$ cat config.mk
export PLATFORM = sky130hd
export DESIGN_NAME = sgb_mem_arbiter
export DESIGN_NICKNAME = d
export VERILOG_FILES = /design/src/rtl/sgb_mem_arbiter.sv
export SDC_FILE = /design/constraint.sdc
export NUM_CORES = 1
export LEC_CHECK = 0
export BUFFER_PORTS_ARGS = -buffer_cell sky130_fd_sc_hd__buf_2
export CORE_UTILIZATION = 25
export DETAILED_ROUTE_END_ITERATION = 6
export HOLD_SLACK_MARGIN = 0.02
export PLACE_DENSITY = 0.4
export SYNTH_ARGS = -nofsm -noshare
export SYNTH_HDL_FRONTEND = slang
export SYNTH_SLANG_ARGS = --single-unit
$ cat constraint.sdc
create_clock -name clk -period 2.1 [get_ports clk]
set_clock_uncertainty 0.2 [all_clocks]
set_input_delay 0.105 -clock clk [delete_from_list [all_inputs] [get_ports clk]]
set_output_delay 0.105 -clock clk [all_outputs]
set_load 0.01 [all_outputs]
$ cat src/rtl/sgb_mem_arbiter.sv
// sgb_mem_arbiter: shares one 16-bit external ROM/SDRAM port between
// download writes, SNES SGB BIOS reads and Game Boy cart ROM reads.
// Fixed priority io > SNES > GB, with a streak guard that lets GB win
// after MAX_SNES_STREAK consecutive SNES grants while GB waits.
// Optional: define SGB_MEM_ARB_WATCHDOG_EN to abort accesses whose
// mem_ack does not arrive within TIMEOUT cycles (sets sticky arb_err).
module sgb_mem_arbiter #(
  parameter logic [24:0] SNES_BASE       = 25'h0000000,
  parameter logic [24:0] GB_BASE         = 25'h0400000,
  parameter int unsigned MAX_SNES_STREAK = 4,
  parameter int unsigned TIMEOUT         = 64
) (
  input  logic        clk,
  input  logic        reset,
  input  logic        snes_rd,
  input  logic [23:0] snes_addr,
  output logic [15:0] snes_q,
  output logic        snes_valid,
  input  logic        gb_rd,
  input  logic [22:0] gb_addr,
  output logic [7:0]  gb_q,
  output logic        gb_valid,
  input  logic        io_wr,
  input  logic [24:0] io_addr,
  input  logic [15:0] io_dat,
  input  logic        io_gb_cart,
  output logic        io_ovf,
  output logic        mem_req,
  output logic        mem_we,
  output logic [24:0] mem_addr,
  output logic [15:0] mem_din,
  input  logic        mem_ack,
  input  logic [15:0] mem_q,
  output logic        arb_err
);

  typedef enum logic {ST_IDLE, ST_ACCESS} state_t;
  typedef enum logic [1:0] {SRC_IO, SRC_SNES, SRC_GB} src_t;

  localparam int unsigned   SW         = $clog2(MAX_SNES_STREAK + 1);
  localparam logic [SW-1:0] STREAK_MAX = SW'(MAX_SNES_STREAK);

  state_t        state, state_nx;
  logic          io_pend, snes_pend, gb_pend;
  logic [23:0]   io_waddr_r;
  logic [15:0]   io_dat_r;
  logic          io_gb_r;
  logic [23:0]   snes_addr_r;
  logic [22:0]   gb_addr_r;
  logic [SW-1:0] streak;
  src_t          tx_src;
  logic          tx_gb_hi;
  logic          grant_io, grant_snes, grant_gb, gb_first;
  logic          done, abort;
  logic [24:0]   snes_maddr, gb_maddr, io_maddr;
  logic [15:0]   rd_data;
  logic          unused_ok;

  assign snes_maddr = SNES_BASE + {1'b0, snes_addr_r};
  assign gb_maddr   = GB_BASE + {2'b00, gb_addr_r[22:1], 1'b0};
  assign io_maddr   = (io_gb_r ? GB_BASE : SNES_BASE) + {io_waddr_r, 1'b0};
  assign gb_first   = gb_pend && (streak == STREAK_MAX);
  // An aborted read returns all ones.
  assign rd_data    = mem_ack ? mem_q : '1;
  assign unused_ok  = &{1'b0, io_addr[0]};

`ifdef SGB_MEM_ARB_WATCHDOG_EN
  localparam int unsigned WDW = $clog2(TIMEOUT + 1);
  logic [WDW-1:0] wd_cnt;

  assign abort = (state == ST_ACCESS) && !mem_ack && (wd_cnt == WDW'(TIMEOUT - 1));

  // Watchdog: counts cycles spent waiting in ACCESS.
  always_ff @(posedge clk) begin
    if (reset || state != ST_ACCESS) wd_cnt <= '0;
    else                             wd_cnt <= wd_cnt + 1'b1;
  end

  // Sticky error flag raised on any aborted access.
  always_ff @(posedge clk) begin
    if (reset)      arb_err <= 1'b0;
    else if (abort) arb_err <= 1'b1;
  end
`else
  localparam int unsigned UNUSED_TIMEOUT = TIMEOUT;
  assign abort   = 1'b0;
  assign arb_err = 1'b0;
`endif

  // State register.
  always_ff @(posedge clk) begin
    if (reset) state <= ST_IDLE;
    else       state <= state_nx;
  end

  // Next-state and grant selection.
  always_comb begin
    state_nx   = state;
    grant_io   = 1'b0;
    grant_snes = 1'b0;
    grant_gb   = 1'b0;
    done       = 1'b0;
    case (state)
      ST_IDLE: begin
        if (io_pend)                     grant_io   = 1'b1;
        else if (snes_pend && !gb_first) grant_snes = 1'b1;
        else if (gb_pend)                grant_gb   = 1'b1;
        if (io_pend || snes_pend || gb_pend) state_nx = ST_ACCESS;
      end
      ST_ACCESS: begin
        done = mem_ack || abort;
        if (done) state_nx = ST_IDLE;
      end
      default: state_nx = ST_IDLE;
    endcase
  end

  // Pending slots: a strobe on the grant cycle takes precedence over the free.
  always_ff @(posedge clk) begin
    if (reset) begin
      io_pend     <= 1'b0;
      snes_pend   <= 1'b0;
      gb_pend     <= 1'b0;
      io_ovf      <= 1'b0;
      io_waddr_r  <= '0;
      io_dat_r    <= '0;
      io_gb_r     <= 1'b0;
      snes_addr_r <= '0;
      gb_addr_r   <= '0;
    end else begin
      if (io_wr) begin
        if (io_pend && !grant_io) begin
          io_ovf <= 1'b1;
        end else begin
          io_pend    <= 1'b1;
          io_waddr_r <= io_addr[24:1];
          io_dat_r   <= io_dat;
          io_gb_r    <= io_gb_cart;
        end
      end else if (grant_io) begin
        io_pend <= 1'b0;
      end
      if (snes_rd) begin
        snes_pend   <= 1'b1;
        snes_addr_r <= snes_addr;
      end else if (grant_snes) begin
        snes_pend <= 1'b0;
      end
      if (gb_rd) begin
        gb_pend   <= 1'b1;
        gb_addr_r <= gb_addr;
      end else if (grant_gb) begin
        gb_pend <= 1'b0;
      end
    end
  end

  // Consecutive SNES grants while GB waits, saturating.
  always_ff @(posedge clk) begin
    if (reset || grant_gb || !gb_pend) streak <= '0;
    else if (grant_snes && streak != STREAK_MAX) streak <= streak + 1'b1;
  end

  // Memory transaction registers and read responses.
  always_ff @(posedge clk) begin
    if (reset) begin
      mem_req    <= 1'b0;
      mem_we     <= 1'b0;
      mem_addr   <= '0;
      mem_din    <= '0;
      snes_q     <= '0;
      snes_valid <= 1'b0;
      gb_q       <= '0;
      gb_valid   <= 1'b0;
      tx_src     <= SRC_IO;
      tx_gb_hi   <= 1'b0;
    end else begin
      snes_valid <= 1'b0;
      gb_valid   <= 1'b0;
      if (state == ST_IDLE) begin
        if (grant_io) begin
          mem_req  <= 1'b1;
          mem_we   <= 1'b1;
          mem_addr <= io_maddr;
          mem_din  <= io_dat_r;
          tx_src   <= SRC_IO;
        end else if (grant_snes) begin
          mem_req  <= 1'b1;
          mem_we   <= 1'b0;
          mem_addr <= snes_maddr;
          tx_src   <= SRC_SNES;
        end else if (grant_gb) begin
          mem_req  <= 1'b1;
          mem_we   <= 1'b0;
          mem_addr <= gb_maddr;
          tx_src   <= SRC_GB;
          tx_gb_hi <= gb_addr_r[0];
        end
      end else if (done) begin
        mem_req <= 1'b0;
        mem_we  <= 1'b0;
        if (tx_src == SRC_SNES) begin
          snes_q     <= rd_data;
          snes_valid <= 1'b1;
        end else if (tx_src == SRC_GB) begin
          gb_q     <= tx_gb_hi ? rd_data[15:8] : rd_data[7:0];
          gb_valid <= 1'b1;
        end
      end
    end
  end

endmodule
==> insert_results.sql <==
INSERT INTO impl_metrics (metric_group, metric, value, unit) VALUES
('outcome', 'outcome', 'finished, final reports clean', ''),
('synth', 'synth_cell_type_count', '42', ''),
('clocking', 'cts-root-buf', 'sky130_fd_sc_hd__clkbuf_16', ''),
('final_layout', 'num_antenna_cells', '0', ''),
('synth', 'number_of_nets_in_the_synthesized_netlist', '839', ''),
('synth', 'synth_enable_flop_cells', '0', ''),
('sta', 'maxSlewHeadroom', '36.01', '%'),
('final_layout', 'post_route_cells_drive_above_1_share', '27.52', '%'),
('clocking', 'clock_latency_on_the_worst_skew_pair', '0.42', 'ns'),
('clocking', 'ctsLongestPathBuffers', '2', ''),
('routing', 'firstDrtPassIters', '4', ''),
('final_layout', 'layout.core_utilization', '37.50', '%'),
('sta', 'fmax', '524.9', 'MHz'),
('clocking', 'cts.sinks', '168', ''),
('setup_path', 'worst-endpoint-required', '2.19', 'ns'),
('hold_path', 'holdPathStages', '4', ''),
('die', 'boundary_pins', '182', ''),
('synth', 'ys.warnings.count', '0', ''),
('clocking', 'cts-resized-gates', '0', ''),
('synth', 'synth.top_cells.by_count', 'sky130_fd_sc_hd__nand2_1, sky130_fd_sc_hd__dfxtp_1, sky130_fd_sc_hd__nor2_1, sky130_fd_sc_hd__a21oi_1, sky130_fd_sc_hd__mux2i_1', ''),
('clocking', 'tritoncts', 'done', ''),
('grt', 'first_global_vias', '5771', ''),
('sta', 'timing.final.setup_violations', '0', ''),
('routing', 'post_drt_wl_per_cell', '14.80', 'um'),
('synth', 'postSynthRegisterBits', '168', ''),
('setup_path', 'crit_path_end_kind', 'register', ''),
('synth', 'postSynth.asyncResetShare', '0', '%'),
('power_and_ir_drop', 'power.density', '831.9', 'mW/mm^2'),
('placed_design', 'dp_hpwl', '12.61', 'mm'),
('synth', 'synth_top_area_share', '51.14', '%'),
('clocking', 'cts_buffers', '17', ''),
('setup_path', 'criticalPathCategory', 'reg -> reg', ''),
('power_and_ir_drop', 'ir_drop', '331.1', 'uV'),
('placed_design', 'dp_cells', '1198', ''),
('clocking', 'count_of_buffers_added_by_post_cts_timing_repair_for_setup', '0', ''),
('synth', 'syn_area', '0.006576', 'sq mm'),
('routing', 'drt-initial-drc-count', '238', ''),
('setup_path', 'cp_data_arrival_time', '2.00', 'ns'),
('grt', 'largest_net_degree_at_the_start_of_global_routing', '58', ''),
('clocking', 'clock_h_tree_levels', '4', ''),
('sta', 'timing.final.max_slew_violations', '0', ''),
('sta', 'finalCritPeriodShare', '90.72', '%'),
('sta', 'min_period', '1.905', 'ns'),
('flow_run', 'max_cap_viol_count', '0', ''),
('clocking', 'hold_buffers', '110', ''),
('die', 'die_height', '164.2', 'um'),
('setup_path', 'cp-start-kind', 'register', ''),
('setup_path', 'crit_path_max_fanout', '6', ''),
('final_layout', 'final_cell_count_no_fill', '1340', ''),
('die', 'floorplan.die_area', '0.02696', 'sq mm'),
('power_and_ir_drop', 'power.static_leakage', '4.093', 'nW'),
('placed_design', 'io_buffers', '179', ''),
('die', 'placeable_core_region', '0.02547', 'sq mm'),
('die', 'floorplan.rows', '58', ''),
('synth', 'synth_area_per_cell', '9.083', 'sq um'),
('clocking', 'path_clk_slew', '0.06', 'ns'),
('sta', 'report.final.hold_viol_count', '0', ''),
('synth', 'netlist_instances', '724', ''),
('grt', 'grt-ovfl-total', '0', ''),
('die', 'floorplan.initialDensity', '25.82', '%'),
('sta', 'setup_tns', '0', 'ns'),
('hold_path', 'min_path_type', 'in -> reg', ''),
('final_layout', 'final_nets', '1112', ''),
('synth', 'seq_area_frac_synth', '51.14', '%'),
('routing', 'via_to_cell_ratio', '4.307', ''),
('placed_design', 'gp_congestion', '0.7146', ''),
('grt', 'grt_first_pass_wirelength', '30.85', 'mm'),
('synth', 'synth.top_cells.by_area', 'sky130_fd_sc_hd__dfxtp_1, sky130_fd_sc_hd__nand2_1, sky130_fd_sc_hd__mux2i_1', ''),
('die', 'x_dimension_of_the_die', '164.2', 'um'),
('routing', 'totalWireLength', '19.83', 'mm'),
('sta', 'max_slew.worst_pin.slew', '0.9598', 'ns'),
('grt', 'grt_antenna_before_repair', '0', ''),
('setup_path', 'worstRegToRegCells', '7', ''),
('synth', 'synth_top_cell_by_area', 'sky130_fd_sc_hd__dfxtp_1', ''),
('synth', 'most_frequently_used_cell_type_in_the_post_synthesis_netlist', 'sky130_fd_sc_hd__nand2_1', ''),
('routing', 'antenna_left', '0', ''),
('final_layout', 'area_growth', '45.24', '%'),
('routing', 'drcViolationCount', '0', ''),
('sta', 'unrepaired_setup_endpoints_after_global_routing', 'no', ''),
('synth', 'synthFlopType', 'sky130_fd_sc_hd__dfxtp_1', ''),
('final_layout', 'fillers', '2642', ''),
('routing', 'route.vias.total', '5771', ''),
('grt', 'global_route.usage.total', '15.01', '%');
[cells in the final DEF, fill, tap and decap left out, types with 2 or more instances in the layout]
| cell type | Yosys | final |
|---|---|---|
| sky130_fd_sc_hd__mux2i_1 | 56 | 56 |
| sky130_fd_sc_hd__inv_1 | 4 | 4 |
| sky130_fd_sc_hd__buf_2 | 13 | 178 |
| sky130_fd_sc_hd__clkbuf_8 | 0 | 2 |
| sky130_fd_sc_hd__nor2_1 | 89 | 89 |
| sky130_fd_sc_hd__dfxtp_1 | 168 | 167 |
| sky130_fd_sc_hd__clkbuf_16 | 0 | 17 |
| sky130_fd_sc_hd__buf_12 | 0 | 5 |
| sky130_fd_sc_hd__nand2b_1 | 4 | 4 |
| sky130_fd_sc_hd__clkinv_4 | 0 | 3 |
| sky130_fd_sc_hd__a32o_1 | 2 | 2 |
| sky130_fd_sc_hd__ha_1 | 4 | 4 |
| sky130_fd_sc_hd__o21ai_0 | 2 | 2 |
| sky130_fd_sc_hd__a211oi_1 | 14 | 14 |
| sky130_fd_sc_hd__bufinv_16 | 0 | 3 |
| sky130_fd_sc_hd__a22oi_1 | 2 | 2 |
| sky130_fd_sc_hd__nand3_1 | 5 | 5 |
| sky130_fd_sc_hd__nor2b_1 | 3 | 2 |
| sky130_fd_sc_hd__clkinvlp_4 | 0 | 2 |
| sky130_fd_sc_hd__clkinv_2 | 0 | 2 |
| sky130_fd_sc_hd__a221oi_1 | 6 | 6 |
| sky130_fd_sc_hd__a211oi_2 | 16 | 16 |
| sky130_fd_sc_hd__nor3b_4 | 2 | 2 |
| sky130_fd_sc_hd__dlygate4sd3_1 | 0 | 110 |
| sky130_fd_sc_hd__nand2_1 | 174 | 173 |
| sky130_fd_sc_hd__nand2_4 | 2 | 2 |
| sky130_fd_sc_hd__buf_4 | 5 | 16 |
| sky130_fd_sc_hd__a221oi_2 | 15 | 15 |
| sky130_fd_sc_hd__a21oi_1 | 81 | 81 |
| sky130_fd_sc_hd__inv_6 | 0 | 3 |
[metrics by stage]
stage	setup WS, ns	total power [mW]	hold slack (ns)	area (sq um)
global placement	0.2065	4.550	0.1395	7830
global route	0.07445	8.354	0.1105	9552
finish	0.1949	7.946	0.08327	9552
CTS	0.1659	8.105	0.07014	9552
detailed placement	0.1834	4.553	0.1453	7830
floorplan	0.3044	4.152	0.004043	6576
[final cells by class]
cell class	count	area [sq um]	share of cell area [%]
sequential	168	3364	35.22
timing repair buffer	310	2223	23.28
multi-input combinational	495	2912	30.48
clock buffer	19	452.9	4.742
tap	330	412.9	4.323
clock inverter	13	167.7	1.755
inverter	5	18.77	0.1965
[logic make-up after synthesis]
| kind of cell | count (synthesis) | synth area share, % |
|---|---|---|
| other | 1 | 0.05702 |
| and+or+nand+nor | 287 | 17.85 |
| DFF | 168 | 51.14 |
| buffers and inverters | 61 | 4.699 |
| muxes | 57 | 8.695 |
| AOI/OAI and AO/OA | 144 | 16.53 |
| xor gates and xnor gates | 2 | 0.2664 |
| adders and majority gates | 4 | 0.7611 |
[state kept, by name, summed over array words and instances (netlist names), 2 cells and up]
signal       flops
mem_din         16
io_dat_r        16
tx_src           2
gb_addr_r       23
streak           3
snes_addr_r     24
mem_addr        25
gb_q             8
snes_q          16
io_waddr_r      24
[critical path, stage by stage (launching register included)]
cell,delay [ns]
sky130_fd_sc_hd__dfxtp_1,0.32
sky130_fd_sc_hd__inv_1,0.08
sky130_fd_sc_hd__ha_1,0.21
sky130_fd_sc_hd__nand3_1,0.14
sky130_fd_sc_hd__and3_2,0.27
sky130_fd_sc_hd__buf_4,0.18
sky130_fd_sc_hd__a221oi_1,0.27
sky130_fd_sc_hd__a211oi_1,0.11
[path summary, 6_finish.rpt]
path,startpoint,end,slack (ns)
max reg2reg,streak[0],mem_addr[6],0.19
min,gb_rd,gb_pend,0.08
min reg2reg,io_dat_r[5],mem_din[5],0.25
max,streak[0],mem_addr[6],0.19
[report_power, final]
part | internal (mW) | switching [mW] | total [mW] | leakage [nW]
Combinational | 0.542 | 0.593 | 1.13 | 2.41
Clock | 1.95 | 1.38 | 3.33 | 0.300
Sequential | 3.37 | 0.113 | 3.48 | 1.38
Total | 5.86 | 2.08 | 7.95 | 4.09
[routing by layer]
| metal | track usage [%] | vias to the layer above | wire, um |
|---|---|---|---|
| li1 | - | 3007 | - |
| met1 | 19.59 | 2626 | 9743 |
| met2 | 24.28 | 133 | 8947 |
| met3 | 4.268 | 5 | 1021 |
| met4 | 3.535 | 0 | 114 |
| met5 | 0 | - | 0 |
No activity file was read; power rests on OpenSTA's default activity.
